--- src/rtl/sparse_ia_packer.sv ---
// ============================================================================
// sparse_ia_packer : packs one dense IA pixel into a zero-skipped PE bundle
// Revision 1.0
// ============================================================================
`default_nettype none

module sparse_ia_packer #(
  parameter int CH    = 32,
  parameter int DW    = 16,
  parameter int CW    = 5,
  parameter int LANES = 32,
  parameter int HW    = 6,
  localparam int LW   = $clog2(CH) + 1
) (
  input  logic                         i_clk,
  input  logic                         i_rst_n,
  input  logic                         i_in_valid,
  output logic                         o_in_ready,
  input  logic signed [DW-1:0]         i_in_data,
  input  logic        [HW-1:0]         i_h,
  input  logic        [HW-1:0]         i_w,
  output logic                         o_valid,
  input  logic                         i_ack,
  output logic        [HW:0]           o_ia_h,
  output logic        [HW:0]           o_ia_w,
  output logic        [CH-1:0][DW-1:0] o_ia_data,
  output logic        [CH-1:0][CW-1:0] o_ia_c_idx,
  output logic        [LW-1:0]         o_ia_len,
  output logic        [LW-1:0]         o_ia_iters
);

  typedef enum logic [1:0] {
    S_IDLE    = 2'd0,
    S_COLLECT = 2'd1,
    S_HOLD    = 2'd2
  } state_t;

  state_t                  state_q;
  logic [LW-1:0]           ch_cnt_q;
  logic [LW-1:0]           len_q;
  logic [LW-1:0]           iters_q;
  logic                    valid_q;
  logic [HW:0]             h_q;
  logic [HW:0]             w_q;
  logic [CH-1:0][DW-1:0]   data_q;
  logic [CH-1:0][CW-1:0]   cidx_q;

  logic                    accept;
  logic                    nonzero;
  logic                    last_ch;
  logic [LW-1:0]           ch_cnt_d;
  logic [LW-1:0]           len_d;
  logic [LW-1:0]           iters_d;
  logic [CW-1:0]           cidx_d;

  assign o_in_ready = (state_q != S_HOLD);

  always_comb begin
    accept   = i_in_valid && (state_q != S_HOLD);
    nonzero  = (i_in_data != '0);
    last_ch  = (ch_cnt_q == LW'(CH - 1));
    ch_cnt_d = ch_cnt_q + 1'b1;
    len_d    = nonzero ? (len_q + 1'b1) : len_q;
    cidx_d   = CW'(ch_cnt_q);
    // iteration count is "minus one" encoded, so an empty bundle still reports 0
    iters_d  = (len_d == '0) ? '0 : LW'((int'(len_d) - 1) / LANES);
  end

  always_ff @(posedge i_clk) begin
    if (!i_rst_n) begin
      state_q  <= S_IDLE;
      ch_cnt_q <= '0;
      len_q    <= '0;
      iters_q  <= '0;
      valid_q  <= 1'b0;
      h_q      <= '0;
      w_q      <= '0;
      data_q   <= '0;
      cidx_q   <= '0;
    end else begin
      case (state_q)
        S_IDLE, S_COLLECT: begin
          if (accept) begin
            for (int i = 0; i < CH; i++) begin
              if (nonzero && (len_q == LW'(i))) begin
                data_q[i] <= i_in_data;
                cidx_q[i] <= cidx_d;
              end
            end
            len_q    <= len_d;
            ch_cnt_q <= ch_cnt_d;
            if (state_q == S_IDLE) begin
              h_q <= {1'b0, i_h};
              w_q <= {1'b0, i_w};
            end
            if (last_ch) begin
              state_q <= S_HOLD;
              valid_q <= 1'b1;
              iters_q <= iters_d;
            end else begin
              state_q <= S_COLLECT;
            end
          end
        end
        S_HOLD: begin
          if (i_ack) begin
            state_q  <= S_IDLE;
            ch_cnt_q <= '0;
            len_q    <= '0;
            iters_q  <= '0;
            valid_q  <= 1'b0;
            h_q      <= '0;
            w_q      <= '0;
            data_q   <= '0;
            cidx_q   <= '0;
          end
        end
        default: begin
          state_q <= S_IDLE;
        end
      endcase
    end
  end

  assign o_valid    = valid_q;
  assign o_ia_h     = h_q;
  assign o_ia_w     = w_q;
  assign o_ia_data  = data_q;
  assign o_ia_c_idx = cidx_q;
  assign o_ia_len   = len_q;
  assign o_ia_iters = iters_q;

endmodule

`default_nettype wire

--- config.mk ---
export PLATFORM = sky130hd
export DESIGN_NAME = sparse_ia_packer
export DESIGN_NICKNAME = d
export VERILOG_FILES = /design/src/rtl/sparse_ia_packer.sv
export SDC_FILE = /design/constraint.sdc
export NUM_CORES = 1
export LEC_CHECK = 0
export ABC_CLOCK_PERIOD_IN_PS = 2800
export CELL_PAD_IN_SITES_DETAIL_PLACEMENT = 1
export CELL_PAD_IN_SITES_GLOBAL_PLACEMENT = 1
export CORE_MARGIN = 4
export CORE_UTILIZATION = 33
export DETAILED_ROUTE_END_ITERATION = 8
export HOLD_SLACK_MARGIN = 0.12
export PLACE_DENSITY = 0.83
export SLEW_MARGIN = 20
export SYNTH_ARGS = -nofsm -noshare
export SYNTH_HDL_FRONTEND = slang
export SYNTH_SLANG_ARGS = --single-unit
--- constraint.sdc ---
create_clock -name i_clk -period 2.8 [get_ports i_clk]
set_input_delay 0.84 -clock i_clk [delete_from_list [all_inputs] [get_ports i_clk]]
set_output_delay 0.84 -clock i_clk [all_outputs]
set_load 0.01 [all_outputs]
==> flow_summary.ini <==
[synth]
synth_top_area_share_pct = 54.3
synth_ff_type = dfxtp_1
synth_cells = 2562
ys_types = 51
synthArstFlopShare_pct = 0
synth_area_sq_mm = 0.0259
yosys_warnings = 0
syn_area_per_cell_sq_um = 10.1
seq_area_frac_synth_pct = 54.3
ys_seq_elements = 702
synth.area.top_cells = dfxtp_1 54%, mux2i_1 25%, nand2_1 10%, clkbuf_1 2.3%, buf_4 1.6%
yosysTopAreaCell = dfxtp_1
synth_edf_count = 0

[drt]
wl_um = 111000
avgViaCountPerCell = 5.05
ant_nets = 0
via_count = 22009
post_drt_wl_per_cell_um = 25.6
initialDrtViolationCount = 1042
dr.pass1.iters = 5
drc = 0

[worst_setup_path]
cpPeakStageDelay_ns = 0.82
r2r_end = o_ia_iters[1]
critical_path_class = in -> reg
endpoint_kind = flop
r2r_cells = 12
crit_buf_inv = 2
r2r_slack_ns = 0.15
worst_path_max_delay_cell = nor2_4
crit_cells = 7
startpoint_type = primary input
critPathRequiredTime_ns = 3.34
critPathCapture = o_ia_data[191]
path_cells = clkdlybuf4s50_1, nor4_4, nand4_4, buf_6, a31oi_1, nor2_4, mux2i_1
cp-startpoint = i_in_data[0]
crit-reg2reg-launch = o_ia_len[0]
crit_fanout = 26
cp.arrival_ns = 3.33
cp_top_family = simple AND/OR/NAND/NOR gates

[grt]
grt_use_total_pct = 25.5
grt_first_pass_wirelength_um = 159000
grt_max_degree = 187
overflow = 0
antenna_found_initial = 5
grt_pass1_vias = 23378

[sta]
setup_viol = 0
fin_skew_ns = 0.0492
post-route-period-util_pct = 99.8
maxSlewViolCount = 0
holdWs_ns = 0.456
rsz0062_at_grt = true
relSlewSlack_pct = 26.8
tightest_slew_ns = 1.10
max_freq_mhz = 358
period_needed_ns = 2.79
hold_violations = 0
timing.final.ws_setup_ns = 0.00557

[pwr]
netSwitchingPower_uw = 5150
p_int_uw = 16500
fin_total_pwr_uw = 21600
clkPwrFrac_pct = 48.7
power_density_mw_per_mm2 = 574
seq_power_share_pct = 46.6
p_leak_uw = 0.0127
peakVddDrop_mv = 0.533
swShare_pct = 23.8
p_comb_share_pct = 4.7

[floorplan]
core_sq_mm = 0.0776
die_w_um = 288
die_area_sq_mm = 0.0830
io_pins = 732
start_util_pct = 33.4
fp-row-count = 102
die_h_um = 288

[min_path]
hp-class = reg -> reg
hold_start = o_ia_c_idx[112]

[clocking]
clockBufferDepth = 3
cts_buffers = 78
post-cts-setup-buffers = 0
clock_latency_ns = 0.63
htreeDepth = 3
cts_root_buffer = clkbuf_16
clock_sinks = 702
clk_pin_slew_ns = 0.06
cts_hold_buf = 0
cts_tree = built

[layout]
final_nets = 3296
mostFrequentLayoutCells = 728 x clkdlybuf4s50_1, 701 x dfxtp_1, 691 x nand2_1
area_growth_pct = 45.5
drive_gt1_share_pct = 9.53
final_cell_area_sq_mm = 0.0377
layout_commonest_cell = clkdlybuf4s50_1
fill_cells = 8438

[job]
maxCapViolCount = 0

[status]
status = finished, final reports clean

[placed_design]
routabilityCongestion = 0.818
place_hpwl_um = 74800
pre_cts_slack_ns = -0.714
placed_cell_area_sq_mm = 0.0349
placement.io_buffers = 729
worst min path at each step:
stage / end / slack, ns / depth (start not counted)
after floorplan: o_ia_c_idx[0] / 0.48 / 2
after global placement: o_ia_data[134] / 0.44 / 2
after detailed placement: o_ia_c_idx[42] / 0.45 / 2
after CTS: o_ia_data[246] / 0.46 / 2
after global routing: o_ia_data[413] / 0.47 / 2
final: o_ia_c_idx[112] / 0.46 / 2
per-layer routing:
layer  share of wire [%]  vias up  GRT usage, %  wire, um
met4                 5.2        0          11.8      5750
li1                    -     9844             -         -
met1                  39    11171          28.8     43000
met2                  50      740          45.0     55300
met3                 6.5      254          6.82      7270
met5                   0        -             0         0
worst register-to-register path, delay by kind of cell, from the launching register on:
family                   cells  cell delay, ns
AO/OA/AOI/OAI                4            0.78
XOR/XNOR                     1            0.17
adder cells (fa/ha/maj)      3            0.77
buffers and inverters        3            0.30
flip-flops                   1            0.34
AND/OR/NAND/NOR              1            0.18
power groups by stage:
stage | clock network [uW] | registers (uW) | logic (uW)
finish | 10500 | 10100 | 1020
global route | 11200 | 10100 | 1070
CTS | 10700 | 10100 | 1010
detailed placement | 0 | 10300 | 1010
global placement | 0 | 10300 | 998
floorplan | 0 | 10300 | 419
cell type report:
type / instances / area [sq um] / area share (%)
inverters: 7 / 26.3 / 0.0698
repair buffers: 848 / 8570 / 22.8
multi-input cells: 1620 / 11100 / 29.4
clock inverters: 27 / 389 / 1.03
clock buffers: 112 / 2240 / 5.95
flip-flops and latches: 702 / 14100 / 37.3
diodes: 1 / 2.50 / 0.00664
well taps: 1040 / 1300 / 3.45
per-stage QoR:
step,utilization [%],instances,TNS [ns]
after floorplan,-,2563,0
after global placement,45.0,4211,-325.60
final,48.5,4357,0
after detailed placement,45.0,4212,-360.37
after CTS,48.4,4353,-0.0310
after global routing,48.5,4357,-0.209
state kept, by name, indices dropped and copies added (netlist names), 2 cells and up:
signal / cells
o_ia_h: 6
state_q: 2
o_ia_iters: 3
o_ia_len: 6
ch_cnt_q: 6
o_ia_data: 512
o_ia_c_idx: 160
o_ia_w: 6
cells in the mapped netlist (4+ instances only):
library cell / instances
a21oi_1: 28
a22oi_1: 12
a31oi_1: 32
and2_1: 22
buf_2: 23
buf_4: 55
clkbuf_1: 158
dfxtp_1: 702
ha_1: 7
inv_1: 5
mux2i_1: 651
nand2_1: 708
nand2b_1: 6
nand3_1: 7
nor2_1: 80
nor3_1: 10
nor3b_1: 4
nor4_2: 4
o21ai_0: 4
timing repair:
item | in CTS | in global routing
setup endpoints to repair | 225 | 312
gates cloned | 2 | 3
pin swaps | 4 | 6
resized for setup | 4 | 11
cell families after synthesis:
group	after synthesis	synth area share, %
other cells	1	0.0145
buf+inv	246	4.50
compound gates	95	2.41
xor+xnor	4	0.135
fa+ha+maj	7	0.338
flops	702	54.3
mux	651	25.2
simple gates	856	13.2
Note: power is estimated with default switching activity, not from simulation.
